--- src/rtl/video_timing_gen.sv ---
// Raster timing generator: pixel coordinates, sync pulses, visible flag and
// line/frame strobes for a progressive mode, with an optional flag delay line.
module video_timing_gen #(
    parameter int unsigned H_VISIBLE = 640,
    parameter int unsigned H_FRONT   = 16,
    parameter int unsigned H_SYNC    = 96,
    parameter int unsigned H_BACK    = 48,
    parameter int unsigned V_VISIBLE = 480,
    parameter int unsigned V_FRONT   = 10,
    parameter int unsigned V_SYNC    = 2,
    parameter int unsigned V_BACK    = 33,
    parameter bit          HSYNC_POL = 1'b0,
    parameter bit          VSYNC_POL = 1'b0,
    parameter int unsigned COORD_W   = 16,
    parameter int unsigned DELAY     = 0
) (
    input  logic               clk,
    input  logic               reset,
    input  logic               pix_en,
    output logic [COORD_W-1:0] x,
    output logic [COORD_W-1:0] y,
    output logic               hsync,
    output logic               vsync,
    output logic               visible,
    output logic               line_start,
    output logic               frame_start
);

    localparam int unsigned H_TOTAL = H_VISIBLE + H_FRONT + H_SYNC + H_BACK;
    localparam int unsigned V_TOTAL = V_VISIBLE + V_FRONT + V_SYNC + V_BACK;

    localparam logic [COORD_W-1:0] H_LAST = COORD_W'(H_TOTAL - 1);
    localparam logic [COORD_W-1:0] V_LAST = COORD_W'(V_TOTAL - 1);
    localparam logic [COORD_W-1:0] H_VIS  = COORD_W'(H_VISIBLE);
    localparam logic [COORD_W-1:0] V_VIS  = COORD_W'(V_VISIBLE);
    localparam logic [COORD_W-1:0] HS_BEG = COORD_W'(H_VISIBLE + H_FRONT);
    localparam logic [COORD_W-1:0] HS_END = COORD_W'(H_VISIBLE + H_FRONT + H_SYNC);
    localparam logic [COORD_W-1:0] VS_BEG = COORD_W'(V_VISIBLE + V_FRONT);
    localparam logic [COORD_W-1:0] VS_END = COORD_W'(V_VISIBLE + V_FRONT + V_SYNC);

    // Flag vector layout; all bits are active-high inside the pipeline.
    localparam int unsigned F_HS   = 0;
    localparam int unsigned F_VS   = 1;
    localparam int unsigned F_VIS  = 2;
    localparam int unsigned F_LS   = 3;
    localparam int unsigned F_FS   = 4;
    localparam int unsigned FLAG_W = 5;

    logic [COORD_W-1:0] r_x;
    logic [COORD_W-1:0] r_y;
    logic [COORD_W-1:0] w_x_nxt;
    logic [COORD_W-1:0] w_y_nxt;
    logic [FLAG_W-1:0]  w_flags_nxt;
    // Stage 0 holds flags of the current x/y; stage DELAY drives the outputs.
    logic [FLAG_W-1:0]  r_pipe [0:DELAY];

    // Next raster position: x wraps at end of line, y wraps at end of frame.
    always_comb begin
        w_x_nxt = r_x + COORD_W'(1);
        w_y_nxt = r_y;
        if (r_x == H_LAST) begin
            w_x_nxt = '0;
            w_y_nxt = (r_y == V_LAST) ? '0 : r_y + COORD_W'(1);
        end
    end

    // Undelayed flags for the position being entered on this tick.
    always_comb begin
        w_flags_nxt        = '0;
        w_flags_nxt[F_VIS] = (w_x_nxt < H_VIS) && (w_y_nxt < V_VIS);
        w_flags_nxt[F_HS]  = (w_x_nxt >= HS_BEG) && (w_x_nxt < HS_END);
        w_flags_nxt[F_VS]  = (w_y_nxt >= VS_BEG) && (w_y_nxt < VS_END);
        w_flags_nxt[F_LS]  = (w_x_nxt == '0);
        w_flags_nxt[F_FS]  = (w_x_nxt == '0) && (w_y_nxt == '0);
    end

    // Counters and flag delay line; both advance only on pixel ticks.
    always_ff @(posedge clk) begin
        if (reset) begin
            r_x <= H_LAST;
            r_y <= V_LAST;
            for (int i = 0; i <= int'(DELAY); i++) begin
                r_pipe[i] <= '0;
            end
        end else if (pix_en) begin
            r_x       <= w_x_nxt;
            r_y       <= w_y_nxt;
            r_pipe[0] <= w_flags_nxt;
            for (int i = 1; i <= int'(DELAY); i++) begin
                r_pipe[i] <= r_pipe[i-1];
            end
        end
    end

    assign x           = r_x;
    assign y           = r_y;
    // Polarity is a constant inversion of a registered bit, so outputs stay glitch-free.
    assign hsync       = r_pipe[DELAY][F_HS] ? HSYNC_POL : ~HSYNC_POL;
    assign vsync       = r_pipe[DELAY][F_VS] ? VSYNC_POL : ~VSYNC_POL;
    assign visible     = r_pipe[DELAY][F_VIS];
    assign line_start  = r_pipe[DELAY][F_LS];
    assign frame_start = r_pipe[DELAY][F_FS];

endmodule

--- config.mk ---
export PLATFORM = sky130hd
export DESIGN_NAME = video_timing_gen
export DESIGN_NICKNAME = d
export VERILOG_FILES = /design/src/rtl/video_timing_gen.sv
export SDC_FILE = /design/constraint.sdc
export NUM_CORES = 1
export LEC_CHECK = 0
export CAP_MARGIN = 20
export CORE_AREA = 4 4 107 109
export CTS_CLUSTER_DIAMETER = 200
export DETAILED_ROUTE_END_ITERATION = 6
export DIE_AREA = 0 0 111 113
export PLACE_DENSITY_LB_ADDON = 0.3
export SYNTH_ARGS = -nofsm -noshare
export SYNTH_HDL_FRONTEND = slang
export SYNTH_SLANG_ARGS = --single-unit
--- constraint.sdc ---
create_clock -name clk -period 6.1 [get_ports clk]
set_input_delay 1.525 -clock clk [delete_from_list [all_inputs] [get_ports clk]]
set_output_delay 1.525 -clock clk [all_outputs]
set_load 0.02 [all_outputs]
==> impl_metrics.py, run 1 <==
metrics = {
    "floorplanning": {
        "rows": 38,
        "pin_count": 40,
        "start_util_pct": 24.2,
        "fp.coreArea_um2": 10600,
        "die_width_um": 111,
        "chipHeight_um": 113,
        "die_area_um2": 12500,
    },
    "timing": {
        "fin_skew_ns": 0.00240,
        "fin_crit_sh_pct": 55.5,
        "final.min_clock_period_ns": 3.39,
        "worst_pin_slew_ns": 0.669,
        "maxSlewViolCount": 0,
        "setup_viol_count_final": 0,
        "rsz0062_at_grt": "false",
        "maxSlewHeadroom_pct": 55.3,
        "hold_ws_ns": 0.549,
        "fmax_ghz": 0.295,
        "hold_viol": 0,
        "fin_setup_tns_ns": 0,
    },
    "power_and_ir_drop": {
        "power_uw": 739,
        "powerDensity_nw_per_um2": 233,
        "p_leak_uw": 0.00120,
        "ir_worst_vdd_v": 0.000124,
    },
    "global_routing": {
        "grt_pass1_vias": 2432,
        "met1_usage_pct": 16.2,
        "grt_util_met2_pct": 18.9,
        "antenna_found_initial": 0,
        "use_met3_pct": 2.51,
        "gr-total-overflow": 0,
        "grt_use_total_pct": 11.9,
        "grt_pass1_wl_um": 12500,
        "busiest_layer": "met2",
        "grt_max_degree": 35,
    },
    "outcome": {
        "outcome": "finished clean",
    },
    "yosys": {
        "netlist_instances": 337,
        "syn-cell-area_um2": 2560,
        "ys.flop_type": "dfxtp_1",
        "ys_seq_area_share_pct": 30.9,
        "syn_avg_cell_area_um2": 7.60,
        "yosys_warnings": 0,
        "async_flop_share_pct": 0,
        "synth_cell_type_count": 56,
        "synth_edf_count": 5,
        "ys_ff_latch": 37,
        "synth_nets": 343,
    },
    "worst_setup_path": {
        "r2r-end": "r_pipe[0][4]$_SDFFCE_PN0P_",
        "critPathKind": "reg2reg",
        "cp.arrival_ns": 3.55,
        "reg2reg_depth": 8,
        "critPathLaunchType": "flop",
        "r2r_slack_ns": 2.71,
        "cp_max_fo": 17,
        "cpMaxStageDelayCell": "or4_4",
        "r2r_start": "x[0]$_SDFFE_PP1P_",
        "required_ns": 6.27,
        "path_cells": "ha_1 -> nand4_1 -> or4_4 -> nor3_4 -> xnor2_1 -> nand4_1 -> nor3_2 -> and4_1",
        "slowest_delay_ns": 0.75,
        "crit_path_frequent_cell": "nand4_1",
        "end_kind": "flop",
    },
    "cts": {
        "cts_root_buf": "clkbuf_8",
        "clk_latency_ns": 0.30,
        "clock_path_buffers": 2,
        "cts_tree": "done",
        "cts-resized-gates": 0,
        "clk_pin_slew_ns": 0.08,
        "ctsHoldBuffers": 0,
        "htreeDepth": 2,
        "clock_sinks": 37,
        "cts_made_buffers": 5,
        "post_cts_buffers": 0,
    },
    "route": {
        "routed_wl_um": 7460,
        "via_count": 2565,
        "vias_per_cell": 5.14,
        "drt_iter0_markers": 205,
        "wire_per_inst_um": 14.9,
        "drc": 0,
        "drtAntennaViolNets": 0,
        "first_pass_iters": 4,
    },
    "layout": {
        "fin_nets": 364,
        "final_cell_area_um2": 3170,
        "area_delta_synth_final_pct": 23.6,
        "layout-drive-gt1-share_pct": 7.80,
        "post-route-util_pct": 29.9,
        "antenna_cells": 0,
    },
    "placed_design": {
        "portBuffers": 39,
        "place_congestion": 0.836,
        "place_area_um2": 3030,
        "hpwl_um": 5260,
    },
    "worst_hold_path": {
        "min_to": "y[1]$_SDFFE_PP0P_",
        "min_path_type": "reg2reg",
        "min_from": "y[1]$_SDFFE_PP0P_",
        "worstHoldPathCells": 2,
    },
    "job": {
        "cap_violations": 0,
    },
}
-- cell usage in the layout (no fill, tap or decap), types with 3 or more instances in the layout --
cell,synthesis,routed
clkdlybuf4s50_1,0,39
nor2_1,35,35
dfxtp_1,32,32
nand2_1,30,30
nor3_1,20,20
a21oi_1,20,20
nand3_1,17,17
o21ai_0,16,16
nand4_1,12,12
inv_1,9,9
and3_1,9,9
xor2_1,8,8
or3_1,7,7
o31ai_1,7,7
nor4_1,7,6
xnor2_1,6,6
mux2i_1,5,5
a31oi_1,5,5
clkbuf_8,0,5
edfxtp_1,5,5
a211o_1,4,4
and4_1,4,4
buf_4,0,4
or2_2,3,3
o21bai_1,3,3
o211ai_1,3,3
nor3_2,3,3
and4b_1,3,3
ha_1,3,3
-- synthesized netlist by cell type, drive strengths merged, types with 4 or more instances --
library cell	instances	share of area [%]
dfxtp	32	25
nand4	13	3.4
and3	9	2.2
or3	7	1.7
a31oi	5	1.2
buf	10	2.3
o31ai	7	2.1
xor2	8	2.7
o21ai	17	3.3
and4	4	1.4
edfxtp	5	5.9
or4	4	1.5
nor4	8	2.2
nand2	30	4.4
a21oi	20	3.9
inv	9	1.3
nand3	17	3.3
clkbuf	19	2.8
nor2	35	5.1
xnor2	6	2.1
nor3	24	5.7
a211o	4	1.4
mux2i	5	2.0
-- per-stage QoR --
step | setup slack [ns] | instances
floorplan | 3.22 | 337
global placement | 2.65 | 491
detailed placement | 2.61 | 491
CTS | 2.74 | 499
global route | 2.55 | 499
finish | 2.71 | 499
-- flip-flops by register name, indices dropped and copies added (netlist names) --
register  flops
x            16
y            16
r_pipe        5
-- how the worst max path moves through the flow --
| stage | cells after the start | endpoint | startpoint | slack [ns] |
|---|---|---|---|---|
| floorplan | 10 | r_pipe[0][1]$_SDFFCE_PN0P_ | x[0]$_SDFFE_PP1P_ | 3.22 |
| global placement | 5 | x[7]$_SDFFE_PP0P_ | pix_en | 2.65 |
| detailed placement | 5 | x[7]$_SDFFE_PP0P_ | pix_en | 2.61 |
| CTS | 8 | r_pipe[0][4]$_SDFFCE_PN0P_ | x[0]$_SDFFE_PP1P_ | 2.74 |
| global route | 8 | r_pipe[0][4]$_SDFFCE_PN0P_ | x[0]$_SDFFE_PP1P_ | 2.55 |
| finish | 8 | r_pipe[0][4]$_SDFFCE_PN0P_ | x[0]$_SDFFE_PP1P_ | 2.71 |
-- critical path, delay by kind of cell, from the launching register on --
family | cells | cell delay [ns]
XOR/XNOR | 1 | 0.16
adder cells (fa/ha/maj) | 1 | 0.38
flip-flops | 1 | 0.44
AND/OR/NAND/NOR | 6 | 2.27
-- routing by layer --
| layer | vias to the layer above | wire length (um) |
|---|---|---|
| met5 | - | 0 |
| met4 | 0 | 120 |
| met3 | 10 | 361 |
| met2 | 67 | 3340 |
| met1 | 1203 | 3630 |
| li1 | 1285 | - |
-- cells by family after synthesis --
kind of cell / count (synthesis) / synth area share, %
XOR/XNOR: 14 / 4.79
flip-flops: 37 / 30.9
multiplexers: 6 / 2.39
AND/OR/NAND/NOR: 167 / 36.1
buffers and inverters: 39 / 6.59
AO/OA/AOI/OAI: 71 / 17.8
adder cells (fa/ha/maj): 3 / 1.46
-- area by class of cell --
class | instances | area [um^2]
fill | 1135 | 7440
multi-input combinational | 261 | 1610
sequential | 37 | 791
timing repair buffer | 43 | 420
tap | 140 | 175
clock buffer | 5 | 68.8
clock inverter | 3 | 65.1
inverter | 10 | 37.5
-- power breakdown --
group	switching, uW	internal, uW
clock	98.1	163
sequential	23.9	257
combinational	119	78.3
total	241	498
(Power assumes the default switching activity.)
==> run 2: changes to the inputs <==
- clock period: 6.1 -> 2.75 ns (I/O delays scaled with it)
==> run 2 against run 1 <==
Compared with the run above: utilization up 3.0 points; fmax increased by 30%; critical path depth is 2 lower; sequential cell count unchanged; clock skew rose by 0.0052 ns; sequential share of layout area decreased by 2.2 points; power rose by 120%; register-to-register slack got worse by 2.6 ns; combinational power increased to 2.8 times the previous value; worst setup slack worse by 2.6 ns; clock-buffer cell count is the same; critical path type unchanged.
==> impl_metrics.py, run 2 (same netlist as run 1, synthesis figures left out) <==
metrics = {
    "layout": {
        "nFillCells": 1134,
        "most-common-layout-cells": "45 x buf_4, 39 x clkdlybuf4s50_1, 35 x nor2_1",
        "final_common_cell": "buf_4",
        "area_delta_synth_final_pct": 36.1,
        "antenna_cells": 0,
        "layout-drive-gt1-share_pct": 18.5,
        "fin_nets": 405,
        "final_cell_area_um2": 3490,
    },
    "global_routing": {
        "gr-total-overflow": 0,
        "grt_max_degree": 34,
        "grt_pass1_wl_um": 13400,
        "antenna_found_initial": 0,
        "grt_pass1_vias": 2682,
        "grt_use_total_pct": 12.8,
    },
    "worst_hold_path": {
        "min_path_type": "reg2reg",
        "worstHoldPathCells": 1,
        "min_from": "x[0]$_SDFFE_PP1P_",
        "min_to": "x[0]$_SDFFE_PP1P_",
    },
    "timing": {
        "post-route-worst-setup-slack_ns": 0.153,
        "setup_viol_count_final": 0,
        "final.min_clock_period_ns": 2.60,
        "maxSlewViolCount": 0,
        "fin_setup_tns_ns": 0,
        "rsz0062_at_grt": "false",
        "maxSlewHeadroom_pct": 68.7,
        "worst_pin_slew_ns": 0.465,
        "hold_viol": 0,
        "fmax_ghz": 0.385,
        "fin_crit_sh_pct": 94.4,
        "fin_skew_ns": 0.00757,
    },
    "worst_setup_path": {
        "path_cells": "or3_1 -> or4_4 -> nor3_2 -> xor2_1 -> nand4_1 -> o2111a_1",
        "cp.arrival_ns": 2.65,
        "r2r-end": "r_pipe[0][2]$_SDFFCE_PN0P_",
        "critPathLaunchType": "flop",
        "end_kind": "flop",
        "r2r_start": "x[10]$_SDFFE_PP0P_",
        "slowest_delay_ns": 0.67,
        "reg2reg_depth": 6,
        "r2r_slack_ns": 0.15,
        "cp_max_fo": 13,
        "cpMaxStageDelayCell": "or4_4",
        "required_ns": 2.80,
        "critPathKind": "reg2reg",
    },
    "placed_design": {
        "place_congestion": 0.823,
        "dp_slack_ns": 0.0874,
        "portBuffers": 39,
        "hpwl_um": 5990,
        "place_area_um2": 3340,
    },
    "power_and_ir_drop": {
        "sequentialPowerShare_pct": 36.3,
        "combPwrFrac_pct": 33.6,
        "p_sw_uw": 553,
        "power.internal_uw": 1080,
        "p_leak_uw": 0.00141,
        "p_sw_share_pct": 33.9,
        "clkPwrFrac_pct": 30.1,
        "ir_worst_vdd_v": 0.000172,
        "powerDensity_nw_per_um2": 467,
    },
    "cts": {
        "cts_tree": "done",
        "htreeDepth": 2,
        "clk_pin_slew_ns": 0.08,
        "cts_made_buffers": 5,
        "clk_latency_ns": 0.30,
        "clock_path_buffers": 2,
        "cts_root_buf": "clkbuf_8",
        "clock_sinks": 37,
    },
    "route": {
        "met2_length_um": 3670,
        "routed_wl_um": 7880,
        "via_count": 2750,
        "vias_per_cell": 5.09,
        "drc": 0,
        "dr_wl_met3_um": 337,
        "wl_met1_um": 3750,
        "wire_per_inst_um": 14.6,
        "drtAntennaViolNets": 0,
        "drt_iter0_markers": 144,
        "top_layer_used": "met4",
        "first_pass_iters": 6,
    },
    "floorplanning": {
        "pin_count": 40,
        "chipHeight_um": 113,
        "die_area_um2": 12500,
        "start_util_pct": 24.2,
        "die_width_um": 111,
        "fp.coreArea_um2": 10600,
        "rows": 38,
    },
    "job": {
        "cap_violations": 0,
    },
    "outcome": {
        "outcome": "finished clean",
    },
}
run 2: power by group through the flow:
| stage | Clock (uW) | Combinational [uW] | Sequential [uW] |
|---|---|---|---|
| 6_report | 490 | 547 | 591 |
| 5_1_grt | 523 | 606 | 595 |
| 4_1_cts | 505 | 535 | 591 |
| 3_5_place_dp | 0 | 532 | 603 |
| 3_3_place_gp | 0 | 528 | 603 |
| 2_1_floorplan | 0 | 308 | 633 |
run 2: layer usage:
metal / vias up / track usage, %
met2: 70 / 21.0
met4: 0 / 4.02
met1: 1303 / 17.0
met5: - / 0
met3: 11 / 2.57
li1: 1366 / -
run 2: final cells by class:
class / instances / area [um^2] / area share [%]
well taps: 140 / 175 / 5.02
clock inverters: 3 / 41.3 / 1.18
inverters: 10 / 37.5 / 1.08
multi-input cells: 261 / 1640 / 47.1
flip-flops and latches: 37 / 793 / 22.7
repair buffers: 84 / 728 / 20.9
clock buffers: 5 / 68.8 / 1.97
run 2: worst max-delay path, delay by kind of cell, from the launching register on:
| kind | cells | cell delay (ns) |
|---|---|---|
| simple gates | 4 | 1.52 |
| flops | 1 | 0.32 |
| compound gates | 1 | 0.27 |
| xor+xnor | 1 | 0.26 |
run 2: repair_timing:
| item | CTS | global route |
|---|---|---|
| buffers inserted | 0 | 1 |
| resized for setup | 0 | 7 |
| endpoints found under the setup margin | 0 | 3 |
| hold buffers | 0 | 0 |
run 2: worst max-delay path by stage:
stage          slack, ns                from                    endpoint  depth (start not counted)
5_1_grt            0.002   x[0]$_SDFFE_PP1P_  r_pipe[0][4]$_SDFFCE_PN0P_                          8
2_1_floorplan      0.003   x[6]$_SDFFE_PP0P_  r_pipe[0][1]$_SDFFCE_PN0P_                          9
6_report            0.15  x[10]$_SDFFE_PP0P_  r_pipe[0][2]$_SDFFCE_PN0P_                          6
3_3_place_gp        0.12   x[5]$_SDFFE_PP0P_  r_pipe[0][1]$_SDFFCE_PN0P_                          7
4_1_cts             0.05   x[5]$_SDFFE_PP0P_  r_pipe[0][1]$_SDFFCE_PN0P_                          7
3_5_place_dp        0.09   x[5]$_SDFFE_PP0P_  r_pipe[0][1]$_SDFFCE_PN0P_                          7
run 2: metrics by stage:
stage               power (uW)  instances  hold WS (ns)  util [%]
floorplan                  942        337         0.533         -
global placement          1130        531         0.481      31.5
detailed placement        1140        531         0.486      31.5
CTS                       1630        539         0.496      32.5
global route              1720        540         0.523      32.9
finish                    1630        540         0.488      32.9
==> run 3: changes to the inputs <==
- ABC_CLOCK_PERIOD_IN_PS: unset -> 2750
==> results of run 3 <==
Final layout, timing and power as in run 2 (identical DEF).
